===== config.mk =====
export PLATFORM = sky130hd
export DESIGN_NAME = final_adder
export DESIGN_NICKNAME = d
export VERILOG_FILES = /design/src/rtl/final_adder_pkg.sv /design/src/rtl/final_adder_cla_group.sv /design/src/rtl/final_adder.sv
export SDC_FILE = /design/constraint.sdc
export NUM_CORES = 1
export LEC_CHECK = 0
export ABC_AREA = 1
export CAP_MARGIN = 20
export CELL_PAD_IN_SITES_DETAIL_PLACEMENT = 0
export CELL_PAD_IN_SITES_GLOBAL_PLACEMENT = 1
export CORE_MARGIN = 2
export CORE_UTILIZATION = 32
export CTS_BUF_LIST = sky130_fd_sc_hd__clkbuf_8 sky130_fd_sc_hd__clkbuf_16
export CTS_CLUSTER_SIZE = 20
export DETAILED_ROUTE_END_ITERATION = 12
export HOLD_SLACK_MARGIN = 0.03
export PLACE_DENSITY = 0.88
export SLEW_MARGIN = 40
export SYNTH_ARGS = -nofsm -noshare
export SYNTH_HDL_FRONTEND = slang
export SYNTH_SLANG_ARGS = --single-unit

===== constraint.sdc =====
create_clock -name clk -period 1.51 [get_ports clk]
set_input_delay 0.2265 -clock clk [delete_from_list [all_inputs] [get_ports clk]]
set_output_delay 0.2265 -clock clk [all_outputs]
set_load 0.01 [all_outputs]

===== src/rtl/final_adder_pkg.sv =====
// Shared constants and result type for the final carry-lookahead adder.
package final_adder_pkg;

    localparam int DEF_WIDTH = 10;  // operand and sum width
    localparam int DEF_GROUP = 4;   // first-level lookahead group size

    // Result at the default width: carry out above the WIDTH-bit sum.
    typedef struct packed {
        logic                 carry_out;
        logic [DEF_WIDTH-1:0] s;
    } sum_t;

endpackage


===== src/rtl/final_adder_cla_group.sv =====
// N-bit carry-lookahead block: every carry is a flat sum-of-products of the
// generate/propagate terms and cin, so no carry ripples bit to bit.
// The same block serves as the second level over group G/P terms.
module cla_group #(
    parameter int N = 4
) (
    input  logic [N-1:0] g_i,
    input  logic [N-1:0] p_i,
    input  logic         cin_i,
    output logic [N-1:0] c_o,   // carry into each bit, c_o[0] = cin_i
    output logic         gg_o,  // group generate
    output logic         gp_o   // group propagate
);

    logic acc;
    logic term;

    // Expanded lookahead: c[i] = cin&p[0..i-1] | OR_j g[j]&p[j+1..i-1].
    always_comb begin
        c_o  = '0;
        gg_o = 1'b0;
        acc  = 1'b0;
        term = 1'b0;
        for (int i = 0; i < N; i++) begin
            acc = cin_i;
            for (int j = 0; j < i; j++) acc = acc & p_i[j];
            for (int j = 0; j < i; j++) begin
                term = g_i[j];
                for (int k = j + 1; k < i; k++) term = term & p_i[k];
                acc = acc | term;
            end
            c_o[i] = acc;
        end
        // Group generate does not depend on cin, so it is formed separately.
        for (int j = 0; j < N; j++) begin
            term = g_i[j];
            for (int k = j + 1; k < N; k++) term = term & p_i[k];
            gg_o = gg_o | term;
        end
        gp_o = &p_i;
    end

endmodule


===== src/rtl/final_adder.sv =====
// Two-level carry-lookahead adder with one output register stage.
// Groups are cut from the LSB; the top group takes the remainder bits.
module final_adder
    import final_adder_pkg::*;
#(
    parameter int WIDTH = DEF_WIDTH,
    parameter int GROUP = DEF_GROUP
) (
    input  logic             clk,
    input  logic             rst_n,
    input  logic [WIDTH-1:0] a,
    input  logic [WIDTH-1:0] b,
    input  logic             in_valid,
    output logic [WIDTH-1:0] s,
    output logic             carry_out,
    output logic             out_valid
);

    localparam int   NG   = (WIDTH + GROUP - 1) / GROUP;
    localparam int   LAST = WIDTH - (NG - 1) * GROUP;
    localparam logic CIN  = 1'b0;

    typedef struct packed {
        logic             carry_out;
        logic [WIDTH-1:0] s;
    } res_t;

    logic [WIDTH-1:0] g, p, c;
    logic [NG-1:0]    grp_g, grp_p, grp_c;
    logic             top_g, top_p;
    res_t             res_d, res_q;
    logic             vld_q;

    assign g = a & b;
    assign p = a ^ b;

    // First level: one lookahead block per group, carry-in from level two.
    for (genvar gi = 0; gi < NG; gi++) begin : g_grp
        localparam int N = (gi == NG - 1) ? LAST : GROUP;
        cla_group #(.N(N)) u_grp (
            .g_i   (g[gi*GROUP +: N]),
            .p_i   (p[gi*GROUP +: N]),
            .cin_i (grp_c[gi]),
            .c_o   (c[gi*GROUP +: N]),
            .gg_o  (grp_g[gi]),
            .gp_o  (grp_p[gi])
        );
    end

    // Second level: lookahead over group G/P gives every group carry-in.
    cla_group #(.N(NG)) u_lvl2 (
        .g_i   (grp_g),
        .p_i   (grp_p),
        .cin_i (CIN),
        .c_o   (grp_c),
        .gg_o  (top_g),
        .gp_o  (top_p)
    );

    // Sum bits and carry out of the whole word.
    always_comb begin
        res_d           = '0;
        res_d.s         = p ^ c;
        res_d.carry_out = top_g | (top_p & CIN);
    end

    // Output register: capture only on valid input, otherwise hold.
    always_ff @(posedge clk or negedge rst_n) begin
        if (!rst_n) begin
            res_q <= '0;
            vld_q <= 1'b0;
        end else begin
            vld_q <= in_valid;
            if (in_valid) res_q <= res_d;
        end
    end

    assign s         = res_q.s;
    assign carry_out = res_q.carry_out;
    assign out_valid = vld_q;

endmodule


# == Yosys cells after proc, flatten, opt, wreduce, memory -nomap -nowiden ==
# Cells that the tools add are included.
# totals
ff_bits,12
input_bits,23
output_inout_bits,12
wordCells,48
# classes
n_bitwise,43
reduce_logical,2
# ops
cell,n
1-bit bitwise AND,20
1-bit OR,20
10-bit bitwise XOR,2
10-bit bitwise AND,1
4-bit AND reduction,1
2-bit AND reduction,1

# == Logic depth before layout (Yosys ltp) ==
# depth
depth_word,14
mapped_depth,12
depth_no_buf,12

# == By module ==
# Synthesis repeated with hierarchy kept, for this count alone.
# unflattened
hier_cells,159
area_unflattened_um2,1063.5
# by_module_without_submodules
module,instances,cells_each,area_per_inst_um2,seq_area_each_um2
final_adder,1,99,742.0,300.3
cla_group (g_grp[0].u_grp ...),2,19,106.4,0.0
cla_group (u_lvl2),1,12,63.8,0.0
cla_group (g_grp[2].u_grp),1,10,45.0,0.0

# == Worst setup path before layout ==
# OpenSTA, ideal clock, no wires.
# synth_path
kind,input port to flip-flop
startpoint,in a[1]
endpoint,"reg res_q, in the netlist s[9]"
setup_ns,0.126
arrival_time_ns,1.680
t_required_ns,1.384
path_slack_ns,-0.296
cell_stages,8
path_buffers,0
path_cell_list,ha_1 -> ha_1 -> nand3_1 -> nand4_2 -> a21o_1 -> fa_1 -> xnor2_1 -> o21ai_0
# synth_between
elab_chain_len,12
word_cells_on_any_way,15
classes_between,15 x bitwise
# synth_lines
element,line,rtl
from (decl),final_adder.sv:11,"input logic [WIDTH-1:0] a,"
10-bit bitwise XOR,final_adder.sv:35,assign p = a ^ b;
1-bit bitwise AND (3 in a row),final_adder_cla_group.sv:37,for (int k = j + 1; k < N; k++) term = term & p_i[k];
1-bit OR (*) (3 in a row),final_adder_cla_group.sv:38,gg_o = gg_o | term;
1-bit bitwise AND (*),final_adder_cla_group.sv:29,for (int k = j + 1; k < i; k++) term = term & p_i[k];
1-bit OR (*),final_adder_cla_group.sv:30,acc = acc | term;
1-bit bitwise AND (*),final_adder_cla_group.sv:26,for (int j = 0; j < i; j++) acc = acc & p_i[j];
1-bit OR (*),final_adder_cla_group.sv:30,
10-bit bitwise XOR (*),final_adder.sv:63,res_d.s = p ^ c;
to (signal assigned),final_adder.sv:74,if (in_valid) res_q <= res_d;
to (decl),final_adder.sv:31,"res_t res_d, res_q;"
# Every way passes the cells marked *; elsewhere a longest branch is shown, timed or not.
# A chain may end at the register's enable or synchronous reset.

==> summary.txt <==
Status
  • Status: complete, but fails checks
  • Violated checks: negative setup slack

Place
  • Port Buffers: 34
  • Pre-CTS WS: -0.7164 ns
  • HPWL after DPL: 1.737 mm
  • Routability cong.: 0.7445

Timing
  • Clock Skew: 0 ns
  • RSZ-0062 raised after global routing: true
  • Max Clock Freq: 651.5 MHz
  • Worst Max-Slew Pin Slew: roughly 0.57 ns
  • Final Cycle Share: 1.017
  • Final Hold Viols: 0
  • Post-route minimum period: 1.535 ns
  • Max Slew Vio Count: 0
  • Slew headroom: 0.6206
  • Endpoints failing setup: 2
  • Worst-case hold slack: 0.3339 ns
  • Final setup margin: -0.02502 ns
  • TNS Setup: -0.04135 ns

Detailed routing
  • Via count: 849
  • Pre-Repair DR Iteration Count: 4
  • DRT iter0 DRCs: 5
  • Residual DRC count: 0
  • Routed wire length: 2.225 mm
  • Antenna Nets Post-Route: 0
  • Vias/cell: between 4 and 5
  • Average wire per standard cell: 12.29 um

Synth
  • Post-synth top flop: dfrtp_1
  • Ranking of synthesized cells by area: dfrtp_1 (36%), ha_1 (18%), nand2_1 (15%)
  • Yosys reg bits: 12
  • Post-Syn Area: roughly 840 um^2
  • Synth top cells by count: nand2_1 (34), dfrtp_1 (12), ha_1 (12), inv_1 (6), nand3_1 (5)
  • Adder-cell share of the synthesized area: 0.2496
  • Cell count after synthesis: 95
  • Simple-gate share of the synthesized area: 0.2600
  • Multiplexer share of the synthesized area: 0
  • Syn. warnings: 0
  • Synth cell types: 23
  • Ys async rst share: 1.000
  • Part of the Yosys area used for sequential elements: 0.3566
  • Post-Syn Nets: 133
  • Largest family of logic cells by synthesized area: simple AND/OR/NAND/NOR gates
  • Syn avg cell area: approximately 9 um^2
  • Yosys top cell area share: 0.3566
  • Number of flops mapped to enable cells by yosys: 0
  • Leading area contributor after synthesis: dfrtp_1
  • Synth Area in XOR/XNOR: 0.03120
  • Compound-cell area share of the yosys netlist: 0.05646
  • Most common cell in the netlist: nand2_1

Worst setup path
  • Critical path startpoint category: input port
  • Crit Path Class: in2reg
  • Worst r2r src: carry_out$_DFFE_PN0P_
  • Req. time, crit path: 1.69 ns
  • Worst-path cell chain: buf_8 > ha_4 > ha_4 > nand3_4 > nand4_4 > a21o_1 > fa_2 > nand2_1 > nand2_1
  • CP Capture Type: register
  • CP arrival: 1.72 ns
  • Crit-path slowest cell: fa_2
  • Max incr delay on CP: 0.51 ns
  • Worst Setup SP: b[1]
  • Worst Path Max Fanout: 4

GRT
  • Gr usage total: 0.1654
  • Vias in the first global route: 960
  • Global route overflow: 0
  • Initial antenna violation count: 0
  • First-pass GRT wire length: 4.133 mm
  • Pin count of the biggest net entering global routing: 14

Die
  • Initial Utilization: 0.3399
  • Die span in y: 55.30 um
  • CORE AREA: 2477 um^2
  • Die area: 3058 um^2
  • DIE WIDTH: 55.30 um
  • Num ports: 35
  • FP Rows: 18

CTS
  • Clock latency on the worst-skew pair: roughly 0.24 ns
  • Clock sink total: 12
  • CTS Buf Count: 3
  • Clock buffer depth: 2
  • CTS root buffer: clkbuf_8
  • Clock slew at reported path FFs: 0.05 ns
  • CTS tree: yes
  • Htree depth: 1
  • CTS Hold Bufs: 0

Cells and area
  • Share of cells above drive strength 1: 0.4172
  • Layout area overhead: 85.74%
  • N_diodes: 0
  • Nets: 191
  • Filler cells: 213

Min path
  • Min-delay worst type: in2reg
  • Hold path startpoint: a[0]

Power
  • Leak: around 0.73 nW
  • Worst vdd ir: 491.5 uV
  • Power per Cell Area: 776.4 nW/um^2

Flow run
  • Total of max-cap violations: 0
[critical path, delay by kind of cell]
family,cells,cell delay [ns]
AND/OR/NAND/NOR,4,0.27
AO/OA/AOI/OAI,1,0.21
adder cells (fa/ha/maj),3,0.90
buffers and inverters,1,0.10
[layer usage]
layer,share of wire,wire length [um],GRT usage,vias up
li1,-,-,-,424
met1,0.41,908,0.1870,406
met2,0.55,1214,0.3163,17
met3,0.039,87,0.03981,2
met4,0.0063,14,0.02439,0
met5,0,0,0,-
[cell usage in the layout (no fill, tap or decap), types with 4 or more instances in the layout]
cell type	count
buf_4	21
nand2_2	4
clkdlybuf4s50_1	18
clkbuf_2	4
ha_4	8
inv_1	5
dfrtp_1	12
buf_2	4
o21ai_1	4
nand2_1	28
[logic make-up after synthesis]
logic type | Yosys count
AND/OR/NAND/NOR | 48
adder cells (fa/ha/maj) | 15
flip-flops | 12
buffers and inverters | 9
AO/OA/AOI/OAI | 8
XOR/XNOR | 3
[worst paths after layout]
check | to | slack (ns) | cells after the start
max | s[8]$_DFFE_PN0P_ | -0.03 | 9
min | s[0]$_DFFE_PN0P_ | 0.33 | 4
max reg2reg | carry_out$_DFFE_PN0P_ | 0.74 | 3
min reg2reg | s[0]$_DFFE_PN0P_ | 0.47 | 2
max in group asynchronous | s[1]$_DFFE_PN0P_ | 0.79 | 1
min in group asynchronous | s[7]$_DFFE_PN0P_ | 0.35 | 1
[metrics by stage]
step | instances | cell area [um^2] | total power [mW] | util
after CTS | 178 | 1544 | 1.206 | 0.6232
final | 181 | 1564 | 1.214 | 0.6313
after global placement | 172 | 1416 | 0.8610 | 0.5717
after floorplan | 95 | 938.4 | 0.6136 | -
after global routing | 181 | 1564 | 1.303 | 0.6313
after detailed placement | 172 | 1416 | 0.8730 | 0.5717
[layout make-up]
class	count	area, um^2	area share
Inverter	7	26.28	0.01680
Multi-Input combinational cell	74	693.2	0.4432
Tap cell	30	37.54	0.02400
Clock buffer	3	41.29	0.02640
Timing Repair Buffer	55	465.4	0.2976
Sequential cell	12	300.3	0.1920
[state kept, by name, summed over array words and instances (netlist names)]
| name | flops |
|---|---|
| carry_out | 1 |
| s | 10 |
| out_valid | 1 |
[repair_timing]
item / CTS / global route
buffers inserted: 3 / 3
endpoints found under the hold margin: 0 / 0
gates cloned: 0 / 0
resized for setup: 64 / 8
setup endpoints to repair: 7 / 6
pin swaps: 21 / 11
[where the power goes]
group	switching, mW	internal, mW
clock network	0.123	0.176
logic	0.216	0.298
registers	0.0277	0.373
No activity file was read; power rests on OpenSTA's default activity.
